### src/rtl/alu_pkg.sv
// Shared opcode and FSM state encodings for alu_seq.
package alu_pkg;

   typedef enum logic [2:0] {
      OP_ADD = 3'd0,
      OP_SUB = 3'd1,
      OP_AND = 3'd2,
      OP_OR  = 3'd3,
      OP_XOR = 3'd4,
      OP_SHL = 3'd5,
      OP_SHR = 3'd6,
      OP_MUL = 3'd7
   } op_t;

   typedef enum logic [1:0] {
      ST_IDLE = 2'd0,
      ST_MUL  = 2'd1,
      ST_DONE = 2'd2
   } state_t;

endpackage

### src/rtl/alu_seq_if.sv
// Issue/writeback handshake bundle between the operand stage and alu_seq.
interface alu_seq_if #(parameter int unsigned WIDTH = 16);
   import alu_pkg::*;

   logic             in_valid;
   logic             in_ready;
   op_t              op;
   logic [WIDTH-1:0] i0;
   logic [WIDTH-1:0] i1;
   logic             out_valid;
   logic             out_ready;
   logic [WIDTH-1:0] o;
   logic [WIDTH-1:0] o_hi;
   logic             cout;
   logic             zero;
   logic             ovf;

   modport master (
      output in_valid, op, i0, i1, out_ready,
      input  in_ready, out_valid, o, o_hi, cout, zero, ovf
   );

   modport slave (
      input  in_valid, op, i0, i1, out_ready,
      output in_ready, out_valid, o, o_hi, cout, zero, ovf
   );

endinterface

### src/rtl/seq_mul.sv
// Iterative unsigned shift-add multiplier: one multiplier bit per cycle, WIDTH cycles total.
module seq_mul #(
   parameter int unsigned WIDTH = 16
) (
   input  logic               clk,
   input  logic               reset,
   input  logic               start,
   input  logic [WIDTH-1:0]   a,
   input  logic [WIDTH-1:0]   b,
   output logic               busy,
   output logic [2*WIDTH-1:0] prod
);

   localparam int unsigned CW = $clog2(WIDTH);

   logic [WIDTH-1:0] mcand;
   logic [CW-1:0]    cnt;

   // Add the multiplicand into the high half if the current low bit is set, then shift right.
   function automatic logic [2*WIDTH-1:0] step(input logic [2*WIDTH-1:0] p,
                                               input logic [WIDTH-1:0]   m);
      logic [WIDTH:0] sum;
      sum = {1'b0, p[2*WIDTH-1:WIDTH]} + (p[0] ? {1'b0, m} : (WIDTH+1)'(0));
      return {sum, p[WIDTH-1:1]};
   endfunction

   // Bit 0 is folded into the start cycle so the last step lands on the cycle busy drops.
   always_ff @(posedge clk or negedge reset) begin
      if (!reset) begin
         busy  <= 1'b0;
         prod  <= '0;
         mcand <= '0;
         cnt   <= '0;
      end else if (start) begin
         mcand <= a;
         prod  <= step({WIDTH'(0), b}, a);
         cnt   <= CW'(WIDTH - 2);
         busy  <= 1'b1;
      end else if (busy) begin
         prod <= step(prod, mcand);
         if (cnt == '0) busy <= 1'b0;
         else           cnt  <= cnt - CW'(1);
      end
   end

endmodule

### src/rtl/alu_seq.sv
// Handshaked ALU: single-cycle add/sub/logic/shift, iterative multiply, registered results and flags.
module alu_seq
   import alu_pkg::*;
#(
   parameter int unsigned WIDTH = 16
) (
   input  logic      clk,
   input  logic      reset,
   alu_seq_if.slave  bus
);

   localparam int unsigned CW = $clog2(WIDTH);

   localparam logic [1:0] IDLE = 2'(ST_IDLE);
   localparam logic [1:0] MUL  = 2'(ST_MUL);
   localparam logic [1:0] DONE = 2'(ST_DONE);

   logic [1:0]         state_q, state_d;
   logic               in_ready_q, in_ready_d;
   logic               out_valid_q, out_valid_d;
   logic [WIDTH-1:0]   o_q, o_d, o_hi_q, o_hi_d;
   logic               cout_q, cout_d, zero_q, zero_d, ovf_q, ovf_d;
   logic               start_c;
   logic               busy;
   logic [2*WIDTH-1:0] prod;
   logic [WIDTH+1:0]   alu_res;

   // Single-cycle datapath; returns {cout, ovf, result}.
   function automatic logic [WIDTH+1:0] alu_f(input op_t op,
                                              input logic [WIDTH-1:0] a,
                                              input logic [WIDTH-1:0] b);
      logic [WIDTH:0]     sum;
      logic [2*WIDTH-1:0] sh;
      logic [WIDTH-1:0]   r;
      logic [CW-1:0]      amt;
      logic               c, v;
      sum = '0;
      sh  = '0;
      r   = '0;
      c   = 1'b0;
      v   = 1'b0;
      amt = b[CW-1:0];
      case (op)
         OP_ADD: begin
            sum = {1'b0, a} + {1'b0, b};
            r   = sum[WIDTH-1:0];
            c   = sum[WIDTH];
            v   = (a[WIDTH-1] == b[WIDTH-1]) && (r[WIDTH-1] != a[WIDTH-1]);
         end
         OP_SUB: begin
            sum = {1'b0, a} + {1'b0, ~b} + (WIDTH+1)'(1);
            r   = sum[WIDTH-1:0];
            c   = sum[WIDTH];
            v   = (a[WIDTH-1] != b[WIDTH-1]) && (r[WIDTH-1] != a[WIDTH-1]);
         end
         OP_AND: r = a & b;
         OP_OR:  r = a | b;
         OP_XOR: r = a ^ b;
         // Shifting through a double-width window leaves the last bit out right next to the result.
         OP_SHL: begin
            sh = {WIDTH'(0), a} << amt;
            r  = sh[WIDTH-1:0];
            c  = sh[WIDTH];
         end
         OP_SHR: begin
            sh = {a, WIDTH'(0)} >> amt;
            r  = sh[2*WIDTH-1:WIDTH];
            c  = sh[WIDTH-1];
         end
         default: r = '0;
      endcase
      return {c, v, r};
   endfunction

   always_comb alu_res = alu_f(bus.op, bus.i0, bus.i1);

   seq_mul #(.WIDTH(WIDTH)) u_mul (
      .clk   (clk),
      .reset (reset),
      .start (start_c),
      .a     (bus.i0),
      .b     (bus.i1),
      .busy  (busy),
      .prod  (prod)
   );

   always_ff @(posedge clk or negedge reset) begin
      if (!reset) begin
         state_q     <= IDLE;
         in_ready_q  <= 1'b1;
         out_valid_q <= 1'b0;
         o_q         <= '0;
         o_hi_q      <= '0;
         cout_q      <= 1'b0;
         zero_q      <= 1'b0;
         ovf_q       <= 1'b0;
      end else begin
         state_q     <= state_d;
         in_ready_q  <= in_ready_d;
         out_valid_q <= out_valid_d;
         o_q         <= o_d;
         o_hi_q      <= o_hi_d;
         cout_q      <= cout_d;
         zero_q      <= zero_d;
         ovf_q       <= ovf_d;
      end
   end

   // Next state and next values of the registered outputs.
   always_comb begin
      state_d     = state_q;
      in_ready_d  = in_ready_q;
      out_valid_d = out_valid_q;
      o_d         = o_q;
      o_hi_d      = o_hi_q;
      cout_d      = cout_q;
      zero_d      = zero_q;
      ovf_d       = ovf_q;
      start_c     = 1'b0;
      case (state_q)
         IDLE: begin
            if (bus.in_valid) begin
               in_ready_d = 1'b0;
               if (bus.op == OP_MUL) begin
                  start_c = 1'b1;
                  state_d = MUL;
               end else begin
                  o_d         = alu_res[WIDTH-1:0];
                  o_hi_d      = '0;
                  cout_d      = alu_res[WIDTH+1];
                  ovf_d       = alu_res[WIDTH];
                  zero_d      = (alu_res[WIDTH-1:0] == '0);
                  out_valid_d = 1'b1;
                  state_d     = DONE;
               end
            end
         end
         MUL: begin
            if (!busy) begin
               o_d         = prod[WIDTH-1:0];
               o_hi_d      = prod[2*WIDTH-1:WIDTH];
               cout_d      = |prod[2*WIDTH-1:WIDTH];
               ovf_d       = 1'b0;
               zero_d      = (prod[WIDTH-1:0] == '0);
               out_valid_d = 1'b1;
               state_d     = DONE;
            end
         end
         DONE: begin
            if (bus.out_ready) begin
               out_valid_d = 1'b0;
               in_ready_d  = 1'b1;
               state_d     = IDLE;
            end
         end
         default: begin
            state_d     = IDLE;
            in_ready_d  = 1'b1;
            out_valid_d = 1'b0;
         end
      endcase
   end

   assign bus.in_ready  = in_ready_q;
   assign bus.out_valid = out_valid_q;
   assign bus.o         = o_q;
   assign bus.o_hi      = o_hi_q;
   assign bus.cout      = cout_q;
   assign bus.zero      = zero_q;
   assign bus.ovf       = ovf_q;

endmodule

### src/flat_wrapper.sv
// flat-port wrapper written by rule: the top's interface ports become plain ports
module alu_seq_flat import alu_pkg::*;
#(
   parameter int unsigned WIDTH = 16
)
  (clk, reset, bus_in_valid, bus_op, bus_i0, bus_i1, bus_out_ready, bus_in_ready, bus_out_valid, bus_o, bus_o_hi, bus_cout, bus_zero, bus_ovf);
  alu_seq_if #(.WIDTH(WIDTH)) bus_i ();
  input  logic clk;
  input  logic reset;
  input wire logic [$bits(bus_i.in_valid)-1:0] bus_in_valid;
  input wire logic [$bits(bus_i.op)-1:0] bus_op;
  input wire logic [$bits(bus_i.i0)-1:0] bus_i0;
  input wire logic [$bits(bus_i.i1)-1:0] bus_i1;
  input wire logic [$bits(bus_i.out_ready)-1:0] bus_out_ready;
  output wire logic [$bits(bus_i.in_ready)-1:0] bus_in_ready;
  output wire logic [$bits(bus_i.out_valid)-1:0] bus_out_valid;
  output wire logic [$bits(bus_i.o)-1:0] bus_o;
  output wire logic [$bits(bus_i.o_hi)-1:0] bus_o_hi;
  output wire logic [$bits(bus_i.cout)-1:0] bus_cout;
  output wire logic [$bits(bus_i.zero)-1:0] bus_zero;
  output wire logic [$bits(bus_i.ovf)-1:0] bus_ovf;
  assign bus_i.in_valid = bus_in_valid;
  assign bus_i.op = bus_op;
  assign bus_i.i0 = bus_i0;
  assign bus_i.i1 = bus_i1;
  assign bus_i.out_ready = bus_out_ready;
  assign bus_in_ready = bus_i.in_ready;
  assign bus_out_valid = bus_i.out_valid;
  assign bus_o = bus_i.o;
  assign bus_o_hi = bus_i.o_hi;
  assign bus_cout = bus_i.cout;
  assign bus_zero = bus_i.zero;
  assign bus_ovf = bus_i.ovf;
  alu_seq #(.WIDTH(WIDTH)) u_core (.clk(clk), .reset(reset), .bus(bus_i));
endmodule
### config.mk
export PLATFORM = sky130hd
export DESIGN_NAME = alu_seq_flat
export DESIGN_NICKNAME = d
export VERILOG_FILES = /design/src/rtl/alu_pkg.sv /design/src/rtl/alu_seq_if.sv /design/src/rtl/seq_mul.sv /design/src/rtl/alu_seq.sv /design/src/flat_wrapper.sv
export SDC_FILE = /design/constraint.sdc
export NUM_CORES = 1
export LEC_CHECK = 0
export BUFFER_PORTS_ARGS = -buffer_cell sky130_fd_sc_hd__buf_2
export CAP_MARGIN = 20
export CORE_UTILIZATION = 50
export DETAILED_ROUTE_END_ITERATION = 16
export PLACE_DENSITY = 0.8
export SLEW_MARGIN = 20
export SYNTH_ARGS = -nofsm -noshare
export SYNTH_HDL_FRONTEND = slang
export SYNTH_SLANG_ARGS = --single-unit
### constraint.sdc
create_clock -name clk -period 4.4 [get_ports clk]
set_clock_uncertainty 0.2 [all_clocks]
set_input_delay 1.1 -clock clk [delete_from_list [all_inputs] [get_ports clk]]
set_output_delay 1.1 -clock clk [all_outputs]
set_load 0.01 [all_outputs]
==> summary.txt <==
Finish
  – Layout cell share with drive strength beyond 1: 0.181
  – Nets@finish: 1269
  – Final core utilization: 0.590
  – Finished Layout Cells: 1383
  – Total inserted antenna cells: 0
  – P&R area growth vs syn: 13.9%
  – Filler Cells Inserted: 1545

Setup path
  – Largest delay share family, worst path: compound AO/OA/AOI/OAI gates
  – Slowest stage cell on the critical path: sky130_fd_sc_hd__ha_2
  – Worst r2r path cells: 13
  – Startpoint type of the worst setup path: primary input
  – Instance count on the critical path: 14
  – Flop2flop setup slack: 0.63 ns
  – Largest fanout on the critical path: 11
  – Crit path DAT: 4.30 ns
  – Critical path buffer and inverter count: 3
  – Crit. End Element: flip-flop
  – Worst setup path class: primary input to flip-flop
  – Critical Path, Cell by Cell: buf_2 > inv_1 > ha_2 > nor2b_1 > o21bai_1 > o311a_1 > a21oi_1 > a311oi_1 > buf_4 > o41ai_2 > o22ai_1 > a221oi_1 > and2_1 > o21ai_1
  – CP required: 4.42 ns
  – Slowest Stage Delay on Critical Path: 0.48 ns

Synth
  – Cell types occupying the most area after synthesis: sky130_fd_sc_hd__dfrtp_1, sky130_fd_sc_hd__ha_1, sky130_fd_sc_hd__a21oi_1
  – Most frequent cells after synthesis: sky130_fd_sc_hd__nand2_1, sky130_fd_sc_hd__a21oi_1, sky130_fd_sc_hd__nor2_1, sky130_fd_sc_hd__dfrtp_1, sky130_fd_sc_hd__ha_1
  – Most used standard cell by instance count after synthesis: sky130_fd_sc_hd__nand2_1
  – Count of flip-flops with a built-in enable after synthesis: 0
  – Syn Std Cell Area: 8710 um2
  – Synth area leader: sky130_fd_sc_hd__dfrtp_1
  – Number of distinct library cells after synthesis: 75
  – Number of warnings reported in the yosys synthesis log: 0
  – Share of synthesized registers carrying an async set or reset: 1.00
  – Share of the yosys chip area belonging to registers: 0.264
  – Syn_area_per_cell: 8.12 um2
  – Synthesized netlist net count: 1184
  – Predominant post-synthesis flop cell: sky130_fd_sc_hd__dfrtp_1
  – Seq cells post-synth: 92
  – Synthesized instance count: 1073
  – Area share of the largest cell type after synthesis: 0.261

Die
  – Die boundary height: 134 um
  – Row count: 47
  – I/O pin count: 76
  – Placeable Area: 16800 um2
  – Effective utilization at floorplan: 0.518
  – Width of the die: 134 um
  – DIE AREA: 18000 um2

Routing
  – Post-route DRC: 0
  – Total Routed Length: 30200 um
  – Post-route ant nets: 0
  – Iteration count of the initial detailed-routing pass: 7
  – Vias/cell: 6.42
  – Average wire per cell in the routed design: 21.8 um
  – DR vias: 8872
  – DR iter-0 viols: 1156

Clocking
  – CTS sink count: 92
  – Post-CTS Setup Repair Bufs: 0
  – Quantity of hold-fixing buffers added after cts: 0
  – Clock tree from TritonCTS: yes
  – Number of levels in the clock H-tree: 3
  – Post-cts resize count: 0
  – Clock tree root buffer cell: sky130_fd_sc_hd__clkbuf_16
  – Worst skew pair latency: 0.34 ns
  – Post-CTS clock slew at the launch and capture registers of the worst setup and hold paths: 0.07 ns
  – Maximum clock path buffer count: 2
  – CTS Buf Count: 9

Place
  – Instance count after placement with tap cells included: 1367
  – Weighted congestion at the end of routability-driven global placement: 1.01
  – HPWL reported at the end of detailed placement: 22900 um
  – Number of buffers added on ports: 75

STA
  – Maximum clock frequency: 234 MHz
  – Final Hold Viols: 0
  – RSZ-0062 raised after global routing: false
  – Final setup violating endpoints: 0
  – Slew of the pin with the lowest slew margin: 0.873 ns
  – Ratio of final minimum period to clock period: 0.972
  – Max-slew violation count: 0
  – Minimum period implied by the final worst setup slack: 4.28 ns
  – Worst relative slew slack: 0.418
  – Hold slack final: 0.259 ns

GRT
  – Pin count of the biggest net entering global routing: 101
  – Most crowded layer after global routing: met2
  – Residual overflow from global routing: 0
  – Vias in the first global route: 8333
  – Met3 Usage GRT: 0.0571
  – Antenna violations before repair: 0
  – Met1 Resource Use GR: 0.481
  – Global-route wire length before repair: 47200 um
  – Global-route usage over all layers: 0.341
  – Met2 track utilization from global routing: 0.531

Power and ir drop
  – Pwr dens: 466 nW/um2
  – Highest ir drop seen on vdd: 412 uV
  – Leakage power: 4.67 nW

Hold path
  – Type of the tightest min-delay check: flip-flop to flip-flop
  – Cell count of the worst hold path: 2

Job
  – Number of max-cap violations: 0

Run status
  – Run status: finished, final reports clean
[worst paths after layout]
path | startpoint | end
setup / recovery | bus_i0[6] | u_core.bus.o[15]
hold / removal | u_core.bus.o_hi[13] | u_core.bus.o_hi[13]
setup reg to reg | u_core.u_mul.prod[0] | u_core.u_mul.prod[28]
hold reg to reg | u_core.bus.o_hi[13] | u_core.bus.o_hi[13]
max in group asynchronous | reset | u_core.bus.in_ready
min in group asynchronous | reset | u_core.bus.o_hi[10]
[power by group]
part / switching, mW / internal [mW] / total [mW] / leakage (nW)
Clock: 0.320 / 0.398 / 0.718 / 0.133
Combinational: 1.30 / 1.06 / 2.36 / 3.40
Sequential: 0.348 / 1.20 / 1.55 / 1.14
Total: 1.96 / 2.66 / 4.62 / 4.67
[kinds of logic after synthesis]
family                     count (synthesis)  share of synthesized area
xor gates and xnor gates                  29                     0.0292
adders and majority gates                 72                      0.106
DFF                                       92                      0.264
and+or+nand+nor                          354                      0.189
muxes                                     71                      0.112
buffers and inverters                    131                     0.0605
AOI/OAI and AO/OA                        324                      0.239
[layout make-up]
class                           count  area [um2]  area share
Inverter                           52         195      0.0197
Clock inverter                      4        26.3     0.00265
Sequential cell                    92        2300       0.232
Clock buffer                       12         246      0.0248
Timing Repair Buffer              153         988      0.0996
Multi-Input combinational cell    850        5880       0.593
Tap cell                          220         275      0.0277
[tightest hold or removal path, stage by stage (launching register included)]
cell and delay [ns]:
sky130_fd_sc_hd__dfrtp_1 0.34, sky130_fd_sc_hd__nand2_1 0.05, sky130_fd_sc_hd__nand2_1 0.04
[registers in the layout, summed over array words and instances (netlist names)]
register              count
u_core.u_mul.prod        32
u_core.bus.o             16
u_core.bus.o_hi          16
u_core.u_mul.mcand       16
u_core.u_mul.cnt          4
u_core.state_q            2
u_core.bus.cout           1
u_core.bus.in_ready       1
u_core.bus.out_valid      1
u_core.bus.ovf            1
u_core.bus.zero           1
u_core.u_mul.busy         1
[metrics by stage]
step / setup TNS (ns) / worst slack, ns / instance area [um2] / power (mW)
2_1_floorplan: 0 / 0.165 / 8710 / 3.14
3_3_place_gp: -0.203 / -0.139 / 9650 / 3.79
3_5_place_dp: -0.269 / -0.156 / 9650 / 3.86
4_1_cts: 0 / 0.196 / 9920 / 4.60
5_1_grt: 0 / 0.0193 / 9920 / 4.94
6_report: 0 / 0.121 / 9920 / 4.62
[layer usage]
metal  vias up  routed length (um)  share of wire
met5         -                   0              0
met4         0                 899          0.030
met3        69                3150           0.10
met2       545               13500           0.45
met1      4206               12700           0.42
li1       4052                   -              -
[placed cells by master (no fill, tap or decap), drive strengths merged, types with 15 or more instances in the layout]
| cell | n |
|---|---|
| inv | 51 |
| and2 | 18 |
| nand3 | 32 |
| o21ai | 65 |
| mux4 | 20 |
| ha | 69 |
| o22ai | 18 |
| mux2i | 43 |
| buf | 153 |
| a21oi | 101 |
| xnor2 | 26 |
| a22oi | 16 |
| nand2b | 15 |
| dfrtp | 91 |
| nand2 | 122 |
| nor2 | 95 |
No activity file was read; power rests on OpenSTA's default activity.
